[config.mk]
export PLATFORM = sky130hd
export DESIGN_NAME = rob_retire_ctrl
export DESIGN_NICKNAME = d
export VERILOG_FILES = /design/src/rtl/retire_pkg.sv /design/src/rtl/rob_retire_ctrl.sv
export SDC_FILE = /design/constraint.sdc
export NUM_CORES = 1
export LEC_CHECK = 0
export ABC_AREA = 1
export BUFFER_PORTS_ARGS = -buffer_cell sky130_fd_sc_hd__buf_2
export CAP_MARGIN = 20
export CORE_MARGIN = 2
export CORE_UTILIZATION = 40
export DETAILED_ROUTE_END_ITERATION = 10
export PLACE_DENSITY = 0.7
export SETUP_SLACK_MARGIN = 0.15
export SYNTH_ARGS = -nofsm -noshare
export SYNTH_HDL_FRONTEND = slang
export SYNTH_SLANG_ARGS = --single-unit
[constraint.sdc]
create_clock -name clk -period 3.8 [get_ports clk]
set_clock_uncertainty 0.05 [all_clocks]
set_input_delay 0.76 -clock clk [delete_from_list [all_inputs] [get_ports clk]]
set_output_delay 0.76 -clock clk [all_outputs]
set_load 0.03 [all_outputs]
[src/rtl/retire_pkg.sv]
// Shared types for the ROB retire path: head-entry layout and controller states.
package retire_pkg;

    localparam int unsigned RETIRE_XLEN = 32;
    localparam int unsigned ARF_ADDR_W  = 5;

    // ROB entry layout, MSB first; the ROB FIFO sizes its storage from this.
    typedef struct packed {
        logic                   done;
        logic                   exc;
        logic                   mispred;
        logic                   rd_we;
        logic [ARF_ADDR_W-1:0]  rd;
        logic [RETIRE_XLEN-1:0] result;
        logic [RETIRE_XLEN-1:0] target_pc;
    } rob_entry_t;

    localparam int unsigned ROB_ENTRY_W = $bits(rob_entry_t);

    typedef enum logic {
        RUN   = 1'b0,
        FLUSH = 1'b1
    } retire_state_e;

endpackage

[src/rtl/rob_retire_ctrl.sv]
// In-order retire controller: commits completed ROB head entries to the
// architectural register file and raises a held flush on mispredict/exception.
module rob_retire_ctrl
    import retire_pkg::*;
#(
    parameter int unsigned XLEN      = 32,
    parameter int unsigned N_ENTRIES = 8,
    parameter int unsigned CNT_W     = 32,
    localparam int unsigned PTR_W    = $clog2(N_ENTRIES),
    localparam int unsigned ENTRY_W  = 4 + ARF_ADDR_W + 2 * XLEN
) (
    input  logic                  clk,
    input  logic                  rst_aL,
    input  logic                  head_valid,
    input  logic [ENTRY_W-1:0]    head_data,
    input  logic [PTR_W-1:0]      head_id,
    output logic                  head_ready,
    output logic                  arf_we,
    output logic [ARF_ADDR_W-1:0] arf_waddr,
    output logic [XLEN-1:0]       arf_wdata,
    output logic                  flush,
    output logic [XLEN-1:0]       flush_pc,
    input  logic                  flush_ack,
    input  logic [XLEN-1:0]       trap_vec,
    output logic                  exc_pulse,
    output logic [PTR_W-1:0]      exc_rob_id,
    output logic [CNT_W-1:0]      retire_count
);

    retire_state_e state, state_nxt;

    logic                  h_done, h_exc, h_mispred, h_rd_we;
    logic [ARF_ADDR_W-1:0] h_rd;
    logic [XLEN-1:0]       h_result, h_target;
    logic                  fire;

    assign {h_done, h_exc, h_mispred, h_rd_we, h_rd, h_result, h_target} = head_data;

    // Dequeue handshake and next-state selection.
    always_comb begin
        fire      = (state == RUN) && head_valid && h_done;
        state_nxt = state;
        unique case (state)
            RUN:   if (fire && (h_exc || h_mispred)) state_nxt = FLUSH;
            FLUSH: if (flush_ack)                     state_nxt = RUN;
            default: state_nxt = RUN;
        endcase
    end

    assign head_ready = fire;

    // State register.
    always_ff @(posedge clk or negedge rst_aL) begin
        if (!rst_aL) state <= RUN;
        else         state <= state_nxt;
    end

    // Registered commit, counter, exception and flush outputs (one cycle after the fire).
    always_ff @(posedge clk or negedge rst_aL) begin
        if (!rst_aL) begin
            arf_we       <= 1'b0;
            arf_waddr    <= '0;
            arf_wdata    <= '0;
            flush        <= 1'b0;
            flush_pc     <= '0;
            exc_pulse    <= 1'b0;
            exc_rob_id   <= '0;
            retire_count <= '0;
        end else begin
            arf_we    <= fire && !h_exc && h_rd_we && (h_rd != '0);
            exc_pulse <= fire && h_exc;
            if (fire && !h_exc) begin
                arf_waddr    <= h_rd;
                arf_wdata    <= h_result;
                retire_count <= retire_count + 1'b1;
            end
            if (fire && h_exc) begin
                exc_rob_id <= head_id;
                flush      <= 1'b1;
                flush_pc   <= trap_vec;
            end else if (fire && h_mispred) begin
                flush      <= 1'b1;
                flush_pc   <= h_target;
            end else if (state == FLUSH && flush_ack) begin
                flush      <= 1'b0;
            end
        end
    end

endmodule
Yosys cells after proc, flatten, opt, wreduce, memory -nomap -nowiden
Index checks and enable logic that the tools add are counted.
- register bits after elaboration: 108
- input bits: 112
- output and inout port bits: 108
- $add $sub $neg: 1
- mux-type cells: 8
- bitwise logic cells: 1
- reductions and logical operators: 14
- operators by type and width (kind ; number):
    $mux W32 ; 2
    $add A32 B1 Y32 const B ; 1
    $logic_and A1 B1 Y1 ; 9
    $mux W1 ; 5
    $reduce_bool A5 Y1 ; 1
    $reduce_bool A3 Y1 ; 1
    $pmux W1 S2 ; 1
    $reduce_bool A2 Y1 ; 1
    $logic_not A1 Y1 ; 1
    $logic_or A1 B1 Y1 ; 1
    $not A1 Y1 ; 1

Depth between registers and ports, before layout
Gate-level depths: netlist (run 1).
- word-level depth: 6
- depth in mapped cells: 10
- gate-level depth less buffers: 10

Worst setup path before layout (run 1)
No wires, ideal clock.
- kind: input port to output port
- from: input head_data[72]
- to: output head_ready
- arrival time: 1.143 ns
- setup slack: 1.847 ns
- cell stages on the path: 2
- buffers on the path: 0
- path through: nand2_1 > nor2_4
- cells in the longest elaborated chain, start to end: 1
- ends and longest elaborated chain (element ; line ; text):
    from (decl) ; rob_retire_ctrl.sv:15 ; input logic [ENTRY_W-1:0] head_data,
    $logic_and A1 B1 Y1 ; rob_retire_ctrl.sv:41 ; fire = (state == RUN) && head_valid && h_done;
    to (decl) ; rob_retire_ctrl.sv:17 ; output logic head_ready,
No other way between the ends.

Final worst setup path (run 1)
Ends and elaborated chain as after synthesis.

==> results.toml, run 1 <==
[yosys]
synthCells = 602
synth_most_common_cell = "nand2_1"
ys_warn_count = 0
postSynthAreaPerCell_um2 = 8.112
synth.cell_area_um2 = 4883
synth_edf_count = 0
yosys-top-cells-count = "241 x nand2_1, 108 x dfrtp_1, 75 x nor2_1, 39 x o21ai_0, 29 x o21ai_1"
synth-seq-area-share_pct = 55.34
synth.largest_area_cell = "dfrtp_1"
ys_ff_latch = 108
synth_top_cell_area_share_pct = 55.34
synthTopCellsByArea = "dfrtp_1 55%, nand2_1 19%, nor2_1 5.8%"
async_flop_share_pct = 100.0
synthFlopType = "dfrtp_1"
synth.distinct_cells = 31
synth_nets = 715

[clock_network]
cts_htree_levels = 3
post_cts_buffers = 0
cts_tree = "yes"
cts_hold_buf = 0
cts_resized = 0
clk-insertion-delay-late_ns = 0.35
cts-root-buf = "clkbuf_16"
clockBufferDepth = 2
cts_sinks = 108
cts.clk_slew.worst_paths_ns = 0.07
cts_buffers = 9

[placed_design]
pre_cts_ws_ns = 1.353
dpl.cell_count = 953
dp_hpwl_mm = 10.09
gp_congestion = 0.8633
port_buffers = 219

[routing]
drt_iter0_drc = 235
num_vias = 4654
drtAntennaViolNets = 0
wl_per_cell_um = 14.03
drc = 0
wl_mm = 13.60
vias_per_cell = 4.803
drtPass1Iterations = 4

[setup_path]
critPathCaptureType = "output port"
crit_type = "in2out"
required_ns = 2.99
cp.arrival_ns = 1.39
rr_worst_depth = 7
cp_max_fo = 4
start_kind = "primary input"

[floorplan]
rows = 40
pin_count = 220
design.die.area_um2 = 13110
die_x_um = 114.5
start_util_pct = 40.83
core_area_um2 = 11960
die_h_um = 114.5

[timing]
max_slew.worst_pin.slew_ns = 0.7122
setup_slack_ns = 1.599
fmax_ghz = 0.4542
hold_violations = 0
fin_setup_tns_ns = 0
final_max_slew_viol_count = 0
setup_violations = 0
fin_crit_ns = 2.201
timing.hold.ws_ns = 0.3969
rsz0062_at_grt = "no"
slew_headroom_pct = 52.52
fin_crit_sh_pct = 57.93

[finish]
final_core_util_pct = 53.60
drive_gt1_share_pct = 30.54
nets = 930
instances_no_fill = 969
areaGrowthSynthToFinish_pct = 31.28
num_antenna_cells = 0

[global_routing]
grt-ovfl-total = 0
grt_start_max_net_pins = 56
grt_antenna_before_repair = 0
track_usage_pct = 21.05
grt_pass1_vias = 4315
grt_pass1_wl_mm = 21.41

[worst_hold_path]
holdCritPathClass = "in2async"

[pwr]
p_leak_nw = 3.503
power_density_nw_per_um2 = 713.1
ir_drop_mv = 0.4701

[outcome]
status = "finished, final reports clean"

[job]
drv_cap = 0
-- registers in the layout, summed over array words and instances, names as in the netlist --
name	flops
arf_we	1
arf_wdata	32
state	1
exc_pulse	1
retire_count	32
flush	1
exc_rob_id	3
flush_pc	32
arf_waddr	5
-- placed cells by master (no fill, tap or decap) --
cell / synthesis / routed
clkbuf_1: 10 / 2
xnor2_1: 6 / 6
nand4_1: 7 / 7
nor3_4: 1 / 1
clkinv_2: 0 / 2
dfrtp_1: 108 / 108
nor2_4: 3 / 3
o21bai_1: 3 / 3
nor3_1: 4 / 4
nor4_1: 1 / 1
nand3b_1: 1 / 1
xor2_1: 12 / 12
inv_1: 27 / 27
ha_1: 1 / 1
nor2_2: 1 / 1
nor3_2: 1 / 1
clkbuf_8: 0 / 1
nand2_2: 2 / 2
and2_1: 2 / 2
inv_2: 2 / 2
o21ai_2: 1 / 1
clkinv_4: 0 / 1
clkbuf_16: 0 / 9
nand2_4: 1 / 1
buf_4: 1 / 7
buf_2: 9 / 218
a31oi_1: 1 / 1
nand2_1: 241 / 241
nand3_1: 10 / 10
o21ai_1: 29 / 29
o21ai_0: 39 / 39
a21oi_1: 1 / 1
o21a_1: 1 / 1
nor2_1: 75 / 75
bufinv_16: 0 / 1
-- worst max-delay path: stages --
cell and delay (ns):
buf_2 0.09, nand2_1 0.12, nor2_4 0.18, buf_2 0.23
-- logic make-up after synthesis --
family	count (synthesis)	synth area share, %
XOR/XNOR	18	3.228
buffers and inverters	50	4.176
adder cells (fa/ha/maj)	1	0.2562
AND/OR/NAND/NOR	350	29.00
AO/OA/AOI/OAI	75	7.994
flip-flops	108	55.34
-- stage by stage --
stage               total power, mW  cell area [um^2]
floorplan                     3.008              4883
finish                        4.572              6411
global placement              3.642              6116
global route                  4.818              6411
detailed placement            3.659              6116
CTS                           4.617              6411
-- report_power, final --
part	leakage [nW]	internal (mW)	switching, mW	total [mW]
Sequential	1.38	1.55	0.246	1.80
Combinational	1.98	0.518	1.32	1.83
Clock	0.147	0.529	0.414	0.943
Total	3.50	2.60	1.98	4.57
-- final cells by class --
type                       instances  area (um^2)
timing repair buffer             225         1144
sequential                       108         2703
clock buffer                      12        246.5
tap                              147        183.9
clock inverter                     4        48.80
multi-input combinational        444         1977
inverter                          29        108.9
fill                            1147         5550
-- path summary, 6_finish.rpt --
| check | start | end | slack (ns) |
|---|---|---|---|
| setup reg to reg | state$_DFF_PN0_ | retire_count[25]$_DFFE_PN0P_ | 1.87 |
| max in group asynchronous | rst_aL | flush_pc[31]$_DFFE_PN0P_ | 2.46 |
| hold / removal | rst_aL | retire_count[5]$_DFFE_PN0P_ | 0.40 |
| setup / recovery | head_data[72] | head_ready | 1.60 |
| min in group clk | arf_waddr[2]$_DFFE_PN0P_ | arf_waddr[2]$_DFFE_PN0P_ | 0.42 |
| hold reg to reg | arf_waddr[2]$_DFFE_PN0P_ | arf_waddr[2]$_DFFE_PN0P_ | 0.42 |
-- routing by layer --
| metal | GRT usage (%) | wire length (um) |
|---|---|---|
| met4 | 8.130 | 269 |
| met1 | 25.85 | 5649 |
| met2 | 35.58 | 6644 |
| met3 | 5.347 | 1034 |
| met5 | 0 | 0 |
No activity file was read; power rests on OpenSTA's default activity.
==> run 2: changes to the inputs <==
Settings changed: ABC_AREA 1 to 0, PLACE_DENSITY 0.7 to 0.73.
Clock period 3.8 ns to 1.94 ns, I/O delays scaled along.
==> results.toml, run 2 <==
[outcome]
status = "finished, final reports clean"

[yosys]
synthFlopType = "dfrtp_1"
synth_top_cell_area_share_pct = 58.70
synthCells = 372
synth_nets = 485
synth_most_common_cell = "dfrtp_1"
synth.cell_area_um2 = 4604
ys_ff_latch = 108
postSynthAreaPerCell_um2 = 12.38
ys_warn_count = 0
synth.largest_area_cell = "dfrtp_1"
synth_edf_count = 0
yosys-top-cells-count = "108 x dfrtp_1, 40 x mux2_2, 38 x nor2_1, 32 x a21oi_1, 32 x mux2i_1"
synthTopCellsByArea = "dfrtp_1 59%, mux2_2 9.8%, mux2i_1 7.0%"
synth.distinct_cells = 32
synth-seq-area-share_pct = 58.70
async_flop_share_pct = 100.0

[routing]
wl_per_cell_um = 14.36
num_vias = 3590
drt_iter0_drc = 151
wl_mm = 10.64
vias_per_cell = 4.845
drtPass1Iterations = 4
drtAntennaViolNets = 0
drc = 0

[finish]
drive_gt1_share_pct = 48.83
fill_cells = 963
final_core_util_pct = 55.13
reg.largest.list = "arf_wdata (32), flush_pc (32), retire_count (32)"
layout_commonest_cell = "buf_2"
nets = 706
areaGrowthSynthToFinish_pct = 35.54
num_antenna_cells = 0
mostFrequentLayoutCells = "218 x buf_2, 108 x dfrtp_1, 40 x mux2_2"
instances_no_fill = 741

[clock_network]
clockBufferDepth = 2
cts_buffers = 9
clk-insertion-delay-late_ns = 0.35
cts.clk_slew.worst_paths_ns = 0.07
cts_sinks = 108
cts_htree_levels = 3
cts-root-buf = "clkbuf_16"
cts_tree = "yes"

[pwr]
power_density_nw_per_um2 = 1099
p_leak_nw = 3.261
ir_drop_mv = 0.7345

[floorplan]
design.die.area_um2 = 12390
rows = 39
die_x_um = 111.3
core_area_um2 = 11320
die_h_um = 111.3
start_util_pct = 40.67
pin_count = 220

[placed_design]
gp_congestion = 0.7837
port_buffers = 219
pre_cts_ws_ns = 0.03035
dp_hpwl_mm = 8.127
dpl.cell_count = 723

[timing]
fmax_ghz = 0.5800
final_max_slew_viol_count = 0
rsz0062_at_grt = "yes"
slew_headroom_pct = 69.87
hold_violations = 0
fin_crit_sh_pct = 88.88
max_slew.worst_pin.slew_ns = 0.4503
fin_setup_tns_ns = 0
setup_slack_ns = 0.2158
timing.hold.ws_ns = 0.2166
fin_crit_ns = 1.724
setup_violations = 0

[setup_path]
cp_max_fo = 4
critPathCaptureType = "output port"
start_kind = "flop"
required_ns = 1.50
slowest_delay_ns = 0.41
crit_type = "reg2out"
crit_slowest_cell = "dfrtp_1"
cp.arrival_ns = 1.29
crit_chain = "and3b_1 -> buf_2"

[global_routing]
use_met1_pct = 20.91
grt_start_max_net_pins = 46
grt_antenna_before_repair = 0
grtUsageMet3_pct = 5.358
grt-ovfl-total = 0
busiest_layer = "met2"
track_usage_pct = 17.61
grt_pass1_vias = 3642
grt_pass1_wl_mm = 17.60
met2_usage_pct = 29.55

[worst_hold_path]
holdCritPathClass = "in2reg"

[job]
drv_cap = 0
[run 2: cell count changes after synthesis, sizes merged, moves of 7 or more]
cell,delta
xor2,-10
xnor2,+23
mux2i,+32
nand4,+8
buf,+7
a21oi,+31
nand2,-229
inv,-22
mux2,+40
nor2,-41
o21ai,-69
clkbuf,-7
[run 2: final cells by class]
type                            count  area (um^2)  area share (%)
Inverter                            7        26.28          0.4210
Clock buffer                       11        242.7           3.889
Timing Repair Buffer              231         1241           19.89
Multi-Input combinational cell    236         1774           28.43
Clock inverter                      5        75.07           1.203
Tap cell                          143        178.9           2.867
Sequential cell                   108         2703           43.30
[run 2: repair_timing]
item / 4_1_cts / 5_1_grt
hold buffers: 1 / 0
endpoints found under the setup margin: 0 / 16
resized for setup: 0 / 1
buffers inserted: 0 / 1
endpoints found under the hold margin: 24 / 0
[run 2: per-stage QoR]
stage	total power, mW	area, um^2
3_5_place_dp	4.974	5894
3_3_place_gp	4.923	5894
4_1_cts	6.946	6222
6_report	6.858	6241
2_1_floorplan	4.235	4604
5_1_grt	7.193	6241
[run 2: logic make-up after synthesis]
logic type                 Yosys count  share of synthesized area [%]
DFF                                108                          58.70
and+or+nand+nor                     96                          11.06
muxes                               72                          16.74
AOI/OAI and AO/OA                   36                          4.185
xor gates and xnor gates            31                          5.897
buffers and inverters               28                          3.152
adders and majority gates            1                         0.2717
[run 2: path summary, 6_finish.rpt]
check                      slack, ns                    startpoint  cells after the start                           end
setup / recovery                0.22               state$_DFF_PN0_                      2                    head_ready
min in group asynchronous       0.44                        rst_aL                      2     arf_wdata[10]$_DFFE_PN0P_
setup reg to reg                0.29               state$_DFF_PN0_                      5   retire_count[5]$_DFFE_PN0P_
max in group asynchronous       0.85                        rst_aL                      3     arf_wdata[19]$_DFFE_PN0P_
hold reg to reg                 0.45  retire_count[31]$_DFFE_PN0P_                      1  retire_count[31]$_DFFE_PN0P_
hold / removal                  0.22                 head_data[69]                      2              arf_we$_DFF_PN0_
[run 2: per-layer routing]
layer  wire, um  vias up
li1           -     1723
met1       4296     1717
met2       5341      132
met3        775       18
met4        231        0
met5          0        -
[run 2: worst max-delay path, delay by kind of cell, from the launching register on]
family | cells | cell delay (ns)
buf+inv | 1 | 0.23
flops | 1 | 0.41
simple gates | 1 | 0.30
[run 2: report_power, final]
group / leakage [nW] / internal, mW / switching [mW]
sequential: 1.31 / 2.66 / 0.238
clock: 0.159 / 1.16 / 0.787
combinational: 1.79 / 0.685 / 1.33
total: 3.26 / 4.51 / 2.35
